**config.mk**
```make
export PLATFORM = sky130hd
export DESIGN_NAME = vga_timing_out
export DESIGN_NICKNAME = d
export VERILOG_FILES = /design/src/rtl/vga_pkg.sv /design/src/rtl/vga_timing_out_sync_delay_line.sv /design/src/rtl/vga_timing_out.sv
export SDC_FILE = /design/constraint.sdc
export NUM_CORES = 1
export LEC_CHECK = 0
export ABC_AREA = 1
export CAP_MARGIN = 20
export CORE_MARGIN = 3
export CORE_UTILIZATION = 40
export DETAILED_ROUTE_END_ITERATION = 16
export PLACE_DENSITY = 0.66
export SYNTH_ARGS = -nofsm -noshare
export SYNTH_HDL_FRONTEND = slang
export SYNTH_SLANG_ARGS = --single-unit
```
**constraint.sdc**
```tcl
create_clock -name clk -period 1.4 [get_ports clk]
set_input_delay 0.42 -clock clk [delete_from_list [all_inputs] [get_ports clk]]
set_output_delay 0.42 -clock clk [all_outputs]
set_load 0.01 [all_outputs]
```
**src/rtl/vga_pkg.sv**
```systemverilog
// VGA raster constants and colour helpers shared by the timing stage and by
// the bitmap/sprite blocks that work in pixel coordinates.
package vga_pkg;

    // 640x480@60 horizontal timing, in pixels
    localparam int VGA_H_ACTIVE = 640;
    localparam int VGA_H_FP     = 16;
    localparam int VGA_H_SYNC   = 96;
    localparam int VGA_H_BP     = 48;
    localparam int VGA_H_TOTAL  = VGA_H_ACTIVE + VGA_H_FP + VGA_H_SYNC + VGA_H_BP;

    // 640x480@60 vertical timing, in lines
    localparam int VGA_V_ACTIVE = 480;
    localparam int VGA_V_FP     = 10;
    localparam int VGA_V_SYNC   = 2;
    localparam int VGA_V_BP     = 33;
    localparam int VGA_V_TOTAL  = VGA_V_ACTIVE + VGA_V_FP + VGA_V_SYNC + VGA_V_BP;

    // Sync windows (inclusive) for the default timing
    localparam int VGA_HS_START = VGA_H_ACTIVE + VGA_H_FP;
    localparam int VGA_HS_END   = VGA_HS_START + VGA_H_SYNC - 1;
    localparam int VGA_VS_START = VGA_V_ACTIVE + VGA_V_FP;
    localparam int VGA_VS_END   = VGA_VS_START + VGA_V_SYNC - 1;

    // Colour produced by the object priority mux
    typedef struct packed {
        logic [2:0] r;
        logic [2:0] g;
        logic [1:0] b;
    } rgb332_t;

    // Colour driven onto the 4:4:4 DAC
    typedef struct packed {
        logic [3:0] r;
        logic [3:0] g;
        logic [3:0] b;
    } rgb444_t;

    // Widen by replicating the top bits so full scale stays full scale (FF -> FFF)
    function automatic rgb444_t rgb332_to_444(input rgb332_t c);
        rgb444_t o;
        o.r = {c.r, c.r[2]};
        o.g = {c.g, c.g[2]};
        o.b = {c.b, c.b};
        return o;
    endfunction

endpackage

```
**src/rtl/vga_timing_out_sync_delay_line.sv**
```systemverilog
// Enable-gated shift register used to line up sync/blank with the colour
// pipeline. DEPTH=0 degenerates to a wire.
module sync_delay_line #(
    parameter int               WIDTH     = 3,
    parameter int               DEPTH     = 1,
    parameter logic [WIDTH-1:0] RESET_VAL = '0
) (
    input  logic             clk,
    input  logic             reset,
    input  logic             en,
    input  logic [WIDTH-1:0] d,
    output logic [WIDTH-1:0] q
);

    generate
        if (DEPTH == 0) begin : g_bypass
            assign q = d;
        end else begin : g_shift
            logic [WIDTH-1:0] stage_q [DEPTH];

            // Shift one stage per enable; reset loads every stage with RESET_VAL
            always_ff @(posedge clk) begin
                if (reset) begin
                    for (int i = 0; i < DEPTH; i++) begin
                        stage_q[i] <= RESET_VAL;
                    end
                end else if (en) begin
                    stage_q[0] <= d;
                    for (int i = 1; i < DEPTH; i++) begin
                        stage_q[i] <= stage_q[i-1];
                    end
                end
            end

            assign q = stage_q[DEPTH-1];
        end
    endgenerate

endmodule

```
**src/rtl/vga_timing_out.sv**
```systemverilog
// Final VGA stage: raster counters, sync/blank decode delayed to match the
// pixel pipeline, colour expansion and the registered DAC/sync outputs.
// There is no FSM: all state is the divider, the counters, the delay line
// and the output registers.
module vga_timing_out
    import vga_pkg::*;
#(
    parameter int H_ACTIVE = VGA_H_ACTIVE,
    parameter int H_FP     = VGA_H_FP,
    parameter int H_SYNC   = VGA_H_SYNC,
    parameter int H_BP     = VGA_H_BP,
    parameter int V_ACTIVE = VGA_V_ACTIVE,
    parameter int V_FP     = VGA_V_FP,
    parameter int V_SYNC   = VGA_V_SYNC,
    parameter int V_BP     = VGA_V_BP,
    parameter int CLK_DIV  = 2,   // clk cycles per pixel, 1..8
    parameter int RGB_LAT  = 1    // pixel ticks from pixelX/Y to matching RGBIn, 0..4
) (
    input  logic        clk,
    input  logic        reset,
    input  logic [7:0]  RGBIn,
    output logic        pixEn,
    output logic [10:0] pixelX,
    output logic [10:0] pixelY,
    output logic        startOfFrame,
    output logic [3:0]  vgaR,
    output logic [3:0]  vgaG,
    output logic [3:0]  vgaB,
    output logic        hsyncN,
    output logic        vsyncN,
    output logic        blankN
);

    localparam int H_TOTAL = H_ACTIVE + H_FP + H_SYNC + H_BP;
    localparam int V_TOTAL = V_ACTIVE + V_FP + V_SYNC + V_BP;

    localparam logic [10:0] H_LAST   = 11'(H_TOTAL - 1);
    localparam logic [10:0] V_LAST   = 11'(V_TOTAL - 1);
    localparam logic [10:0] H_ACT    = 11'(H_ACTIVE);
    localparam logic [10:0] V_ACT    = 11'(V_ACTIVE);
    localparam logic [10:0] HS_FIRST = 11'(H_ACTIVE + H_FP);
    localparam logic [10:0] HS_LAST  = 11'(H_ACTIVE + H_FP + H_SYNC - 1);
    localparam logic [10:0] VS_FIRST = 11'(V_ACTIVE + V_FP);
    localparam logic [10:0] VS_LAST  = 11'(V_ACTIVE + V_FP + V_SYNC - 1);
    localparam logic [2:0]  DIV_LAST = 3'(CLK_DIV - 1);

    logic [2:0] div_q;
    logic [2:0] div_next;
    logic       act_raw, hs_raw, vs_raw;
    logic       act_d, hs_d, vs_d;
    logic [2:0] dl_q;
    rgb444_t    colour;

    // Next divider value; wraps at CLK_DIV-1
    always_comb begin
        div_next = (div_q == DIV_LAST) ? 3'd0 : div_q + 3'd1;
    end

    // Divider and pixel tick; pixEn is registered so it is high exactly
    // while the divider sits at its last value
    always_ff @(posedge clk) begin
        if (reset) begin
            div_q <= 3'd0;
            pixEn <= 1'b0;
        end else begin
            div_q <= div_next;
            pixEn <= (div_next == DIV_LAST);
        end
    end

    // Raster counters advance once per pixel tick
    always_ff @(posedge clk) begin
        if (reset) begin
            pixelX <= 11'd0;
            pixelY <= 11'd0;
        end else if (pixEn) begin
            if (pixelX == H_LAST) begin
                pixelX <= 11'd0;
                pixelY <= (pixelY == V_LAST) ? 11'd0 : pixelY + 11'd1;
            end else begin
                pixelX <= pixelX + 11'd1;
            end
        end
    end

    // Frame tick: coincides with the first clk that shows (0,0)
    always_ff @(posedge clk) begin
        if (reset) begin
            startOfFrame <= 1'b0;
        end else begin
            startOfFrame <= pixEn && (pixelX == H_LAST) && (pixelY == V_LAST);
        end
    end

    // Raw decode from the live counters
    assign act_raw = (pixelX < H_ACT) && (pixelY < V_ACT);
    assign hs_raw  = (pixelX >= HS_FIRST) && (pixelX <= HS_LAST);
    assign vs_raw  = (pixelY >= VS_FIRST) && (pixelY <= VS_LAST);

    // Hold sync/blank back by the colour latency; reset content is
    // {sync inactive, blanked}
    sync_delay_line #(
        .WIDTH     (3),
        .DEPTH     (RGB_LAT),
        .RESET_VAL (3'b000)
    ) u_sync_delay (
        .clk   (clk),
        .reset (reset),
        .en    (pixEn),
        .d     ({hs_raw, vs_raw, act_raw}),
        .q     (dl_q)
    );

    assign {hs_d, vs_d, act_d} = dl_q;
    assign colour = rgb332_to_444(rgb332_t'(RGBIn));

    // Output registers: sample colour and delayed syncs on the pixel tick only
    always_ff @(posedge clk) begin
        if (reset) begin
            hsyncN <= 1'b1;
            vsyncN <= 1'b1;
            blankN <= 1'b0;
            vgaR   <= 4'd0;
            vgaG   <= 4'd0;
            vgaB   <= 4'd0;
        end else if (pixEn) begin
            hsyncN <= ~hs_d;
            vsyncN <= ~vs_d;
            blankN <= act_d;
            vgaR   <= act_d ? colour.r : 4'd0;
            vgaG   <= act_d ? colour.g : 4'd0;
            vgaB   <= act_d ? colour.b : 4'd0;
        end
    end

endmodule

```
==> results by group <==
Outcome
  – Outcome: finished clean

CTS
  – H-tree depth: 2
  – Clock Path Buffers: 2
  – Worst-skew pair later-pin latency: roughly 0.30 ns
  – Cts hold-fix bufs: 0
  – CTS tree: yes
  – CTS Root Cell: clkbuf_8
  – Inserted Clock Buffers: 5
  – Clock Sinks: slightly above 40
  – Clk slew on worst S/H paths: 0.08 ns

Worst setup path
  – CP endpoint kind: output pin
  – Crit path launch type: register
  – Worst Reg-to-Reg Cells: 7
  – Crit. path cell count: 1
  – CP Buf/Inv Count: 1
  – Worst Path Arrival: between 0.9 and 1 ns
  – Worst stage delay on the critical path: around 0.4 ns
  – Slowest stage cell, crit path: dfxtp_4
  – CP Class: reg -> out
  – CP max FO: 4
  – Worst EP required: just under 1 ns
  – Crit-path cells: dlygate4sd2_1
  – Crit-path leading delay family: flip-flops

Place
  – Area after DPL: 0.00277 mm2
  – DP HPWL: slightly below 4000 um
  – Placed cells: 406
  – Buffers on Ports: 48
  – Placer Congestion: slightly above 0.8
  – DP Worst Slack: -0.294 ns

Yosys
  – Top post-synthesis cells by area: dfxtp_1 37%, nand2_1 11%, nor2_1 5.7%, inv_1 5.5%, nand3_1 5.2%
  – Post-Syn Area: about 0.0020 mm2
  – Post-Syn Nets: 282
  – Share of the synthesized area in the top cell type: 37.4%
  – Sequential element share of the synthesized area: between 40% and 50%
  – Avg Cell Area, Syn: roughly 7.6 um2
  – Synth area leader: dfxtp_1
  – Number of synthesized register bits: around 40
  – Synth cell types: 28
  – Syn Inst Count: roughly 270
  – YS warnings: 0

Floorplan
  – DIE AREA: roughly 0.006 mm2
  – Std cell rows: 25
  – Die H: 77.3 um
  – Die W: a little under 80 um
  – I/O pins: 49
  – Initial core utilization: between 40% and 50%
  – Core area: 0.00482 mm2

Routing
  – Vias: 2037
  – Initial DRC Count: 112
  – DRT Pass-1 Iters: 4
  – Drt drc: 0
  – Drt total wl: between 5000 and 6000 um
  – Vias per std cell: roughly 4.9
  – Wire per inst: around 13 um
  – Routed Antenna Nets: 0

STA
  – Relative slew slack: 80.2%
  – Hold_ws: 0.415 ns
  – Worst clock skew: ~0.0087 ns
  – Final Cycle Share: 99.2%
  – Min Tclk post-route: ~1.4 ns
  – Final worst slack: roughly 0.011 ns
  – Final setup vio count: 0
  – Worst-Margin Slew: roughly 0.3 ns
  – RSZ-0062 raised after global routing: true
  – Hold Fails Final Rpt: 0
  – Max-slew violation count: 0
  – Max Clock Freq: 720 MHz

Layout
  – Nets: 361
  – Post-Layout Cell Count: roughly 420
  – Area of the multi-input gates: between 0.001 and 0.0015 mm2
  – Layout cells sized above 1: about 27%
  – # diodes: 0
  – Final core occ: 61.5%
  – Final instance area: between 0.002 and 0.003 mm2
  – Flip-flop and latch area: 870 um2
  – Fillers: 476
  – Post-synthesis to final-layout area growth: 45.6%

Power and ir drop
  – Power per cell area: between 700 and 800 mW/mm2
  – Peak VDD IR: ~0.42 mV
  – P_leak: 1.39 nW

Global routing
  – Global route overflow: 0
  – Initial antenna violation count: 0
  – Global-route wire length before repair: about 8600 um
  – Vias in the first global route: ~1.9k
  – Gr usage total: 17.8%
  – Largest net degree at the start of global routing: 15

Hold path
  – Worst Hold Class: reg -> reg
  – Hold path depth: 1

Run
  – Max cap viols: 0
## placed cells by master (no fill, tap or decap), types with 8 or more instances in the layout
cell	n
a21oi_1	8
a32o_1	8
buf_4	32
clkdlybuf4s50_1	8
dfxtp_1	29
dlygate4sd2_1	36
inv_1	25
nand2_1	55
nand3_1	20
nor2_1	28
nor2_2	8
o21ai_0	9
## where the power goes
| part | switching [mW] | internal [mW] |
|---|---|---|
| sequential | 0.0228 | 1.20 |
| combinational | 0.0877 | 0.0846 |
| clock | 0.448 | 0.354 |
| total | 0.558 | 1.64 |
## path summary, 6_finish.rpt
path | endpoint | slack (ns) | from
min reg2reg | hsyncN$_SDFFE_PP1P_ | 0.41 | u_sync_delay.g_shift.stage_q[0][2]$_SDFFCE_PN0P_
max | pixelX[0] | 0.01 | pixelX[0]$_SDFFE_PP0P_
min | hsyncN$_SDFFE_PP1P_ | 0.41 | u_sync_delay.g_shift.stage_q[0][2]$_SDFFCE_PN0P_
max reg2reg | pixelY[7]$_SDFFE_PP0P_ | 0.04 | pixelY[0]$_SDFFE_PP0P_
## through the flow
step	power (mW)	TNS, ns
floorplan	1.33	0
global placement	1.43	-8.26
detailed placement	1.43	-8.94
CTS	2.22	0
global route	2.28	-0.167
finish	2.20	0
## routing by layer
metal | GRT usage [%] | up-vias | part of all wire, %
li1 | - | 1038 | -
met1 | 23.9 | 930 | 48
met2 | 28.4 | 63 | 45
met3 | 3.76 | 6 | 5.2
met4 | 5.87 | 0 | 1.3
met5 | 0 | - | 0
## cell type report
type / instances / area share [%]
multi-input combinational: 186 / 37.4
inverter: 33 / 4.27
tap: 67 / 2.83
timing repair buffer: 81 / 23.0
clock inverter: 3 / 0.719
sequential: 41 / 29.4
clock buffer: 5 / 2.32
## sequential cells by signal, indices dropped and copies added (netlist names)
register and count:
vsyncN 1, div_q 3, vgaG 3, pixelY 11, hsyncN 1, startOfFrame 1, blankN 1, u_sync_delay.g_shift.stage_q 3
vgaR 3, vgaB 2, pixEn 1, pixelX 11
## timing repair
action	4_1_cts	5_1_grt
setup endpoints to repair	58	21
gates resized for setup	55	31
gates cloned	0	0
pin swaps	2	10
buffers inserted	1	1
## cell families (layout without fill, tap and decap cells)
kind of cell	Yosys count	in the layout	share of synthesized area, %
flops	41	41	41.8
simple gates	147	147	35.0
xor+xnor	6	6	2.58
compound gates	30	30	9.66
fa+ha+maj	3	3	1.85
buf+inv	42	122	9.11
## cells in the mapped netlist, drive strengths merged
| cell type | n |
|---|---|
| nor2 | 43 |
| o31ai | 1 |
| xor2 | 6 |
| inv | 33 |
| nor3 | 11 |
| buf | 9 |
| a32o | 8 |
| nor4 | 3 |
| dfxtp | 38 |
| nand2 | 61 |
| nand3 | 24 |
| a22o | 1 |
| ha | 3 |
| a21oi | 9 |
| nand4 | 5 |
| edfxtp | 3 |
| o21ai | 11 |
No activity file was read; power rests on OpenSTA's default activity.
